$ cat src/rtl/alu_pkg.sv
// Shared opcodes, FSM state type and default width for the sequential ALU.
package alu_pkg;

  localparam int WIDTH_DEF = 32;

  localparam logic [4:0] OP_AND  = 5'b00101;
  localparam logic [4:0] OP_OR   = 5'b00110;
  localparam logic [4:0] OP_ADD  = 5'b00011;
  localparam logic [4:0] OP_SUB  = 5'b00100;
  localparam logic [4:0] OP_MUL  = 5'b10000;
  localparam logic [4:0] OP_DIV  = 5'b01111;
  localparam logic [4:0] OP_SHR  = 5'b01001;
  localparam logic [4:0] OP_SHRA = 5'b01010;
  localparam logic [4:0] OP_SHL  = 5'b01011;
  localparam logic [4:0] OP_ROR  = 5'b01000;
  localparam logic [4:0] OP_ROL  = 5'b00111;
  localparam logic [4:0] OP_NEG  = 5'b10001;
  localparam logic [4:0] OP_NOT  = 5'b10010;

  typedef enum logic [1:0] {IDLE, MUL, DIV} state_t;

endpackage

$ cat src/rtl/seq_muldiv.sv
// Shared iterative engine: radix-2 Booth multiply or non-restoring signed divide,
// one step per clock for WIDTH clocks after load; result valid alongside step_done.
module seq_muldiv #(
  parameter int WIDTH = 32,
  parameter int SHW   = $clog2(WIDTH)
) (
  input  logic             clock,
  input  logic             clear,
  input  logic             load,
  input  logic             mode,
  input  logic [WIDTH-1:0] a,
  input  logic [WIDTH-1:0] b,
  output logic             step_done,
  output logic [WIDTH-1:0] hi,
  output logic [WIDTH-1:0] lo
);

  logic [WIDTH+1:0] acc, acc_n, sum, shl, rdiv, mext, dext;
  logic [WIDTH-1:0] q, q_n, m, rem;
  logic [SHW-1:0]   cnt;
  logic             q1, q1_n, active, mode_r, neg_q, neg_r;

  assign mext      = {{2{m[WIDTH-1]}}, m};
  assign dext      = {2'b00, m};
  assign step_done = active && (cnt == SHW'(WIDTH-1));

  always_comb begin
    acc_n = acc;
    q_n   = q;
    q1_n  = q1;
    sum   = acc;
    shl   = '0;
    rdiv  = '0;
    if (!mode_r) begin
      if ({q[0], q1} == 2'b01)      sum = acc + mext;
      else if ({q[0], q1} == 2'b10) sum = acc - mext;
      {acc_n, q_n, q1_n} = {sum[WIDTH+1], sum, q};
    end else begin
      // divide on magnitudes; acc is the signed partial remainder
      shl   = {acc[WIDTH:0], q[WIDTH-1]};
      rdiv  = acc[WIDTH+1] ? shl + dext : shl - dext;
      acc_n = rdiv;
      q_n   = {q[WIDTH-2:0], ~rdiv[WIDTH+1]};
    end
  end

  // final remainder correction and sign fix for the divide result
  assign rem = acc_n[WIDTH+1] ? acc_n[WIDTH-1:0] + m : acc_n[WIDTH-1:0];

  always_comb begin
    if (!mode_r) begin
      hi = acc_n[WIDTH-1:0];
      lo = q_n;
    end else begin
      hi = neg_r ? -rem : rem;
      lo = neg_q ? -q_n : q_n;
    end
  end

  always_ff @(posedge clock) begin
    if (!clear) begin
      active <= 1'b0;
      cnt    <= '0;
    end else if (load) begin
      active <= 1'b1;
      cnt    <= '0;
      mode_r <= mode;
      acc    <= '0;
      q1     <= 1'b0;
      neg_q  <= a[WIDTH-1] ^ b[WIDTH-1];
      neg_r  <= a[WIDTH-1];
      if (mode) begin
        q <= a[WIDTH-1] ? -a : a;
        m <= b[WIDTH-1] ? -b : b;
      end else begin
        q <= a;
        m <= b;
      end
    end else if (active) begin
      acc <= acc_n;
      q   <= q_n;
      q1  <= q1_n;
      cnt <= cnt + 1'b1;
      if (step_done) active <= 1'b0;
    end
  end

endmodule

$ cat src/rtl/seq_alu.sv
// Multi-cycle ALU: registered single-cycle ops plus iterative MUL/DIV behind a
// start/done handshake, results held in the Z high/low registers.
module seq_alu
  import alu_pkg::*;
#(
  parameter int WIDTH = WIDTH_DEF,
  parameter int SHW   = $clog2(WIDTH)
) (
  input  logic             clock,
  input  logic             clear,
  input  logic             start,
  input  logic [4:0]       opcode,
  input  logic [WIDTH-1:0] A,
  input  logic [WIDTH-1:0] B,
  output logic             busy,
  output logic             done,
  output logic             div_by_zero,
  output logic [WIDTH-1:0] Zhighout,
  output logic [WIDTH-1:0] Zlowout
);

  state_t             state, state_n;
  logic               accept, load, step_done, div_zero;
  logic [WIDTH-1:0]   alu_res, hi, lo;
  logic [SHW-1:0]     sh;
  logic [2*WIDTH-1:0] rol_full, ror_full;

  assign accept   = start && (state == IDLE);
  assign div_zero = (opcode == OP_DIV) && (B == '0);
  assign busy     = (state != IDLE);
  assign sh       = B[SHW-1:0];
  assign rol_full = {A, A} << sh;
  assign ror_full = {A, A} >> sh;

  always_comb begin
    alu_res = '0;
    case (opcode)
      OP_AND:  alu_res = A & B;
      OP_OR:   alu_res = A | B;
      OP_ADD:  alu_res = A + B;
      OP_SUB:  alu_res = A - B;
      OP_SHR:  alu_res = A >> sh;
      OP_SHRA: alu_res = $signed(A) >>> sh;
      OP_SHL:  alu_res = A << sh;
      OP_ROL:  alu_res = rol_full[2*WIDTH-1:WIDTH];
      OP_ROR:  alu_res = ror_full[WIDTH-1:0];
      OP_NEG:  alu_res = -B;
      OP_NOT:  alu_res = ~B;
      default: alu_res = '0;
    endcase
  end

  always_comb begin
    state_n = state;
    load    = 1'b0;
    case (state)
      IDLE: if (start) begin
        if (opcode == OP_MUL) begin
          state_n = MUL;
          load    = 1'b1;
        end else if ((opcode == OP_DIV) && !div_zero) begin
          state_n = DIV;
          load    = 1'b1;
        end
      end
      MUL, DIV: if (step_done) state_n = IDLE;
      default:  state_n = IDLE;
    endcase
  end

  always_ff @(posedge clock) begin
    if (!clear) begin
      state       <= IDLE;
      done        <= 1'b0;
      div_by_zero <= 1'b0;
      Zhighout    <= '0;
      Zlowout     <= '0;
    end else begin
      state <= state_n;
      done  <= 1'b0;
      if (accept) begin
        div_by_zero <= 1'b0;
        if (div_zero) begin
          done        <= 1'b1;
          div_by_zero <= 1'b1;
          Zhighout    <= A;
          Zlowout     <= '1;
        end else if (!load) begin
          done     <= 1'b1;
          Zhighout <= '0;
          Zlowout  <= alu_res;
        end
      end else if (step_done) begin
        done     <= 1'b1;
        Zhighout <= hi;
        Zlowout  <= lo;
      end
    end
  end

  seq_muldiv #(.WIDTH(WIDTH)) u_muldiv (
    .clock     (clock),
    .clear     (clear),
    .load      (load),
    .mode      (opcode == OP_DIV),
    .a         (A),
    .b         (B),
    .step_done (step_done),
    .hi        (hi),
    .lo        (lo)
  );

endmodule

$ cat config.mk
export PLATFORM = sky130hd
export DESIGN_NAME = seq_alu
export DESIGN_NICKNAME = d
export VERILOG_FILES = /design/src/rtl/alu_pkg.sv /design/src/rtl/seq_muldiv.sv /design/src/rtl/seq_alu.sv
export SDC_FILE = /design/constraint.sdc
export NUM_CORES = 2
export LEC_CHECK = 0
export CORE_MARGIN = 5
export CORE_UTILIZATION = 50
export CTS_CLUSTER_DIAMETER = 40
export DETAILED_ROUTE_END_ITERATION = 12
export DONT_BUFFER_PORTS = 1
export PLACE_DENSITY = 0.76
export SKIP_CTS_REPAIR_TIMING = 1
export SYNTH_ARGS = -nofsm -noshare
export SYNTH_HDL_FRONTEND = slang
export SYNTH_SLANG_ARGS = --single-unit
$ cat constraint.sdc
create_clock -name clock -period 12.2 [get_ports clock]
set_input_delay 1.83 -clock clock [delete_from_list [all_inputs] [get_ports clock]]
set_output_delay 1.83 -clock clock [all_outputs]
set_load 0.05 [all_outputs]
; ---- Yosys cells after proc, flatten, opt, wreduce, memory -nomap -nowiden
; Index checks and enable logic that the tools add are counted.
[classes]
addsub = 12
n_eq_ne = 23
n_shift = 5
muxes = 45
n_bitwise = 6
n_reduce_logical = 17
[op_table]
columns = cell, n
row1 = $mux W32, 20
row2 = $pmux W32 S11, 1
row3 = $mux W34, 5
row4 = $neg A32 Y32, 4
row5 = $add A32 B32 Y32, 2
row6 = $shl A64 B5 Y64, 1
row7 = $shr A64 B5 Y32, 1
row8 = $add A34 B32 Y34, 1
row9 = $add A34 B34 Y34, 1
row10 = $sub A34 B32 Y34, 1
row11 = $sub A34 B34 Y34, 1
row12 = $and A32 B32 Y32, 1
row13 = $logic_not A32 Y1, 1
row14 = $not A32 Y32, 1
row15 = $or A32 B32 Y32, 1
row16 = $shl A32 B5 Y32, 1
row17 = $shr A32 B5 Y32, 1
row18 = $sshr A32 B5 Y32, 1
row19 = $sub A32 B32 Y32, 1
row20 = $eq A5 B4 Y1 const B, 5
row21 = $eq A5 B3 Y1 const B, 4
row22 = $eq A5 B5 Y1 const B, 4
row23 = $mux W1, 14
row24 = $mux W2, 4
row25 = other kinds (17), 31
[word_totals]
ff_bits = 176
input_bits = 72
output_inout_bits = 67
word_cells = 122

; ---- Depth between registers and ports, before layout
[logic_depth]
depth_word = 11
mapped_depth = 32
ltp_nobuf = 31

; ---- Modules after synthesis
; From an unflattened synthesis, not the netlist that was laid out.
[hier_totals]
cells_unflattened = 4371
area_unflattened_um2 = 32547.5
[by_module_without_submodules]
columns = mod, instances, cells_per_inst, area_per_inst_um2, seq_area_each_um2
row1 = seq_muldiv, 1, 2327, 17683.2, 3183.1
row2 = seq_alu, 1, 2044, 14864.3, 1361.3

; ---- Worst setup path before layout
; No wires, ideal clock.
[synth_path]
kind = input -> register
startpoint = in B[0]
endpoint = reg u_muldiv.acc[0], enable pin
arrival_ps = 6905
required_time_ps = 11710
path_slack_ps = 4805
path_stages = 14
path_buffers = 4
cell_sequence = clkbuf_1 -> inv_1 -> clkbuf_1 -> ha_1 -> nand4_1 -> nor4_1 -> nand3b_1 -> or3_1 -> a21o_1 -> and2_1 -> clkbuf_1 -> clkbuf_1 -> nor2_1 -> nor2_1
[synth_between]
elab_chain_len = 10
[synth_lines]
columns = element, line
row1 = start: declaration, seq_alu.sv:14  ; input logic [WIDTH-1:0] B,
row2 = $logic_not A32 Y1, seq_alu.sv:29  ; assign div_zero = (opcode == OP_DIV) && (B == '0);
row3 = $logic_and A1 B1 Y1, seq_alu.sv:29
row4 = $logic_not A1 Y1, seq_alu.sv:61  ; end else if ((opcode == OP_DIV) && !div_zero) begin
row5 = $logic_and A1 B1 Y1, seq_alu.sv:61
row6 = $mux W1, seq_alu.sv:61
row7 = $mux W1, seq_alu.sv:58  ; if (opcode == OP_MUL) begin
row8 = $mux W1, seq_alu.sv:57  ; IDLE: if (start) begin
row9 = $mux W1, seq_alu.sv:56  ; case (state)
row10 = $reduce_bool A2 Y1 (no line), --
row11 = $reduce_and A2 Y1 (no line), --
row12 = end signal: assignment, seq_muldiv.sv:80  ; acc <= acc_n;
row13 = end: declaration, seq_muldiv.sv:18  ; logic [WIDTH+1:0] acc, acc_n, sum, shl, rdiv, mext, dext;
; No other way between the ends.
; A chain may end at the register's enable or synchronous reset.

; ---- Worst setup path after layout
[layout_path]
startpoint = reg u_muldiv.m[2]
endpoint = reg Zhighout[31]
[layout_between]
elab_chain_len = 11
elab_cells_between_ends = 15
[layout_lines]
columns = element, line
row1 = start: declaration, seq_muldiv.sv:19  ; logic [WIDTH-1:0] q, q_n, m, rem;
row2 = start signal: assignment, seq_muldiv.sv:74  ; m <= b[WIDTH-1] ? -b : b;
row3 = $sub A34 B34 Y34, seq_muldiv.sv:36  ; else if ({q[0], q1} == 2'b10) sum = acc - mext;
row4 = $mux W34, seq_muldiv.sv:36
row5 = $mux W34, seq_muldiv.sv:35  ; if ({q[0], q1} == 2'b01) sum = acc + mext;
row6 = $mux W34 (*), seq_muldiv.sv:34  ; if (!mode_r) begin
row7 = net u_muldiv.acc_n[17], seq_muldiv.sv:18
row8 = $add A32 B32 Y32, seq_muldiv.sv:48  ; assign rem = acc_n[WIDTH+1] ? acc_n[WIDTH-1:0] + m : acc_n[WIDTH-1:0];
row9 = $mux W32 (*), seq_muldiv.sv:48
row10 = $neg A32 Y32, seq_muldiv.sv:55  ; hi = neg_r ? -rem : rem;
row11 = $mux W32 (*), seq_muldiv.sv:55
row12 = $mux W32 (*), seq_muldiv.sv:51  ; if (!mode_r) begin
row13 = $mux W32 (*), seq_alu.sv:93  ; end else if (step_done) begin
row14 = $mux W32 (*), seq_alu.sv:81  ; if (accept) begin
row15 = end signal: assignment, seq_alu.sv:95  ; Zhighout <= hi;
row16 = end: declaration, seq_alu.sv:18  ; output logic [WIDTH-1:0] Zhighout,
; Mark *: on every way through the listed nets, which the timed path passes. The rest lies on a longest branch. The select of a mux whose other input is x is not followed.

==> flow_metrics.py <==
metrics = {
    "global_routing": {
        "antenna_found_initial": 6,
        "grt_pass1_vias": 29100,
        "grt_overflow": 0,
        "grt_usage": 0.410,
        "grt_max_degree": 109,
        "grt_pass1_wl_um": 189000,
    },
    "final_layout": {
        "nets": 4032,
        "final_util": 0.519,
        "fin_area_mm2": 0.0291,
        "fillers": 5648,
        "drive_gt1_frac": 0.0531,
        "area_growth_pct": 3.36,
        "fin_cells": 4543,
    },
    "sta": {
        "grt_setup_unrepaired": "false",
        "finalHoldViolCount": 0,
        "skew_ns": 0.0217,
        "whs_ns": 0.504,
        "fmax_mhz": 121,
        "tns_ns": 0,
        "worst_slew_pin_slew_ns": 1.18,
        "period_needed_ns": 8.26,
        "drv_slew": 0,
        "period_share": 0.677,
        "slew_headroom": 0.209,
        "finalSetupViolCount": 0,
    },
    "clocking": {
        "tritoncts": "built",
        "cts_buffers": 17,
        "clk_pin_slew_ns": 0.08,
        "cts-root-buf": "clkbuf_16",
        "clock_latency_ns": 0.49,
        "clockBufferDepth": 2,
        "htreeDepth": 4,
        "clock_sinks": 176,
    },
    "pwr": {
        "ir_drop_mv": 0.112,
        "p_leak_nw": 11.1,
        "power_density_mw_per_mm2": 75.2,
    },
    "drt": {
        "routedWlPerCell_um": 28.8,
        "drt_iter0_markers": 4367,
        "drt_wl_total_um": 131000,
        "drc": 0,
        "dr.pass1.iters": 6,
        "antenna_left": 0,
        "vias_per_cell": 7.01,
        "via_count": 31800,
    },
    "synth": {
        "syn_area_mm2": 0.0281,
        "synth-edff-count": 102,
        "syn-num-nets": 4247,
        "yosysTopAreaCellShare": 0.109,
        "synthTopCellsByCount": "nor2_1, a21oi_1, o21ai_0, nand2_1, clkbuf_1",
        "yosysMostFrequentCell": "nor2_1",
        "async_flop_share": 0,
        "synth_area_leader_cell": "edfxtp_1",
        "synth.area.top_cells": "edfxtp_1, a21oi_1, ha_1, nor2_1, xnor2_1",
        "yosysSeqAreaShare": 0.162,
        "yosysUniqueCellTypes": 101,
        "yosysWarnings": 0,
        "synth_cells": 3987,
        "synth.ff_latch_count": 176,
        "synth_ff_type": "edfxtp_1",
        "postSynthAreaPerCell_um2": 7.06,
    },
    "flow_run": {
        "max_cap_violations": 0,
    },
    "placement": {
        "placedInstanceArea_mm2": 0.0285,
        "port_buffers": 0,
        "dp_hpwl_um": 100000,
        "place_inst": 4509,
        "place_congestion": 1.10,
    },
    "worst_setup_path": {
        "critPathSlowestCell": "a2111oi_2",
        "worstPathArrival_ns": 8.64,
        "reg2reg_from": "u_muldiv.m[2]",
        "r2r_cells": 28,
        "r2r_slack_ns": 3.94,
        "crit_path_end_kind": "flip-flop",
        "path_max_fanout": 6,
        "startpoint_type": "flip-flop",
        "r2r_end": "Zhighout[31]",
        "cpPeakStageDelay_ns": 0.67,
        "required_ns": 12.58,
        "worst_path_most_repeated_cell": "nor2_1",
        "path_class": "reg2reg",
    },
    "floorplan": {
        "start_util": 0.502,
        "rows": 87,
        "die_area_mm2": 0.0611,
        "io_pins": 139,
        "die_h_um": 247,
        "core_area_mm2": 0.0561,
        "die_x_um": 247,
    },
    "hold_path": {
        "holdPathEnd": "state[1]",
        "min-delay-start": "state[1]",
        "hold_path.class": "reg2reg",
        "hold_depth": 2,
    },
    "outcome": {
        "status": "finished, final reports clean",
    },
}
## layer usage
| layer | up-vias | track usage | part of all wire |
|---|---|---|---|
| met5 | - | 0 | 0.00031 |
| li1 | 14200 | - | - |
| met3 | 525 | 0.0858 | 0.11 |
| met1 | 14900 | 0.501 | 0.36 |
| met4 | 6 | 0.301 | 0.095 |
| met2 | 2203 | 0.636 | 0.43 |
## critical path: cells and delay by family (launching register included)
family | cells | cell delay [ns]
compound gates | 7 | 2.27
mux | 1 | 0.21
buf+inv | 1 | 0.16
fa+ha+maj | 2 | 0.81
simple gates | 14 | 3.78
flops | 1 | 0.45
xor+xnor | 3 | 0.48
## layout make-up
cell class / instances / area, µm² / share of cell area
antenna: 2 / 5.00 / 0.000172
clock buffer: 18 / 429 / 0.0148
clock inverter: 14 / 168 / 0.00577
inverter: 138 / 518 / 0.0178
multi-input combinational: 3386 / 22100 / 0.759
sequential: 176 / 4540 / 0.156
tap: 756 / 946 / 0.0325
timing repair buffer: 53 / 398 / 0.0137
## stage by stage
step | setup WS, ns | power, W
finish | 3.94 | 0.00219
global route | 3.50 | 0.00225
CTS | 4.17 | 0.00215
detailed placement | 4.22 | 0.00155
global placement | 4.29 | 0.00155
floorplan | 4.80 | 0.00134
## how the worst max path moves through the flow
stage | start | endpoint | cells after the start | slack (ns)
after global routing | u_muldiv.m[2] | Zhighout[31] | 28 | 3.50
after global placement | u_muldiv.m[2] | Zhighout[31] | 28 | 4.29
after floorplan | B[0] | u_muldiv.acc[0] | 14 | 4.80
after detailed placement | u_muldiv.m[2] | Zhighout[31] | 28 | 4.22
final | u_muldiv.m[2] | Zhighout[31] | 28 | 3.94
after CTS | u_muldiv.m[2] | Zhighout[31] | 28 | 4.17
## where the power goes
group	switching [W]	total, W	internal (W)
Clock	0.000301	0.000611	0.000310
Combinational	0.000514	0.000787	0.000272
Sequential	0.000128	0.000788	0.000660
Total	0.000944	0.00219	0.00124
## sequential cells by signal, summed over array words and instances, names as in the netlist, 2 cells and up
name          cells
u_muldiv.acc     34
Zhighout         32
Zlowout          32
u_muldiv.m       32
u_muldiv.q       32
u_muldiv.cnt      5
state             2
## placed cells by master (no fill, tap or decap), types with 53 or more instances in the layout
cell	count
nor2_1	521
a21oi_1	458
o21ai_0	316
nand2_1	305
xnor2_1	191
ha_1	183
inv_1	132
mux2i_1	120
nor3_1	104
xor2_1	102
edfxtp_1	102
dfxtp_1	74
a21o_1	70
nand3_1	64
a31oi_1	61
buf_4	53
## logic make-up (layout without fill, tap and decap cells)
| logic type | Yosys count | in the layout | synth area share |
|---|---|---|---|
| compound gates | 1394 | 1394 | 0.317 |
| xor+xnor | 293 | 293 | 0.0912 |
| fa+ha+maj | 188 | 188 | 0.0849 |
| buf+inv | 425 | 223 | 0.0575 |
| flops | 176 | 176 | 0.162 |
| mux | 153 | 153 | 0.0623 |
| other cells | 0 | 2 | 0 |
| simple gates | 1358 | 1358 | 0.226 |
(Power assumes the default switching activity.)
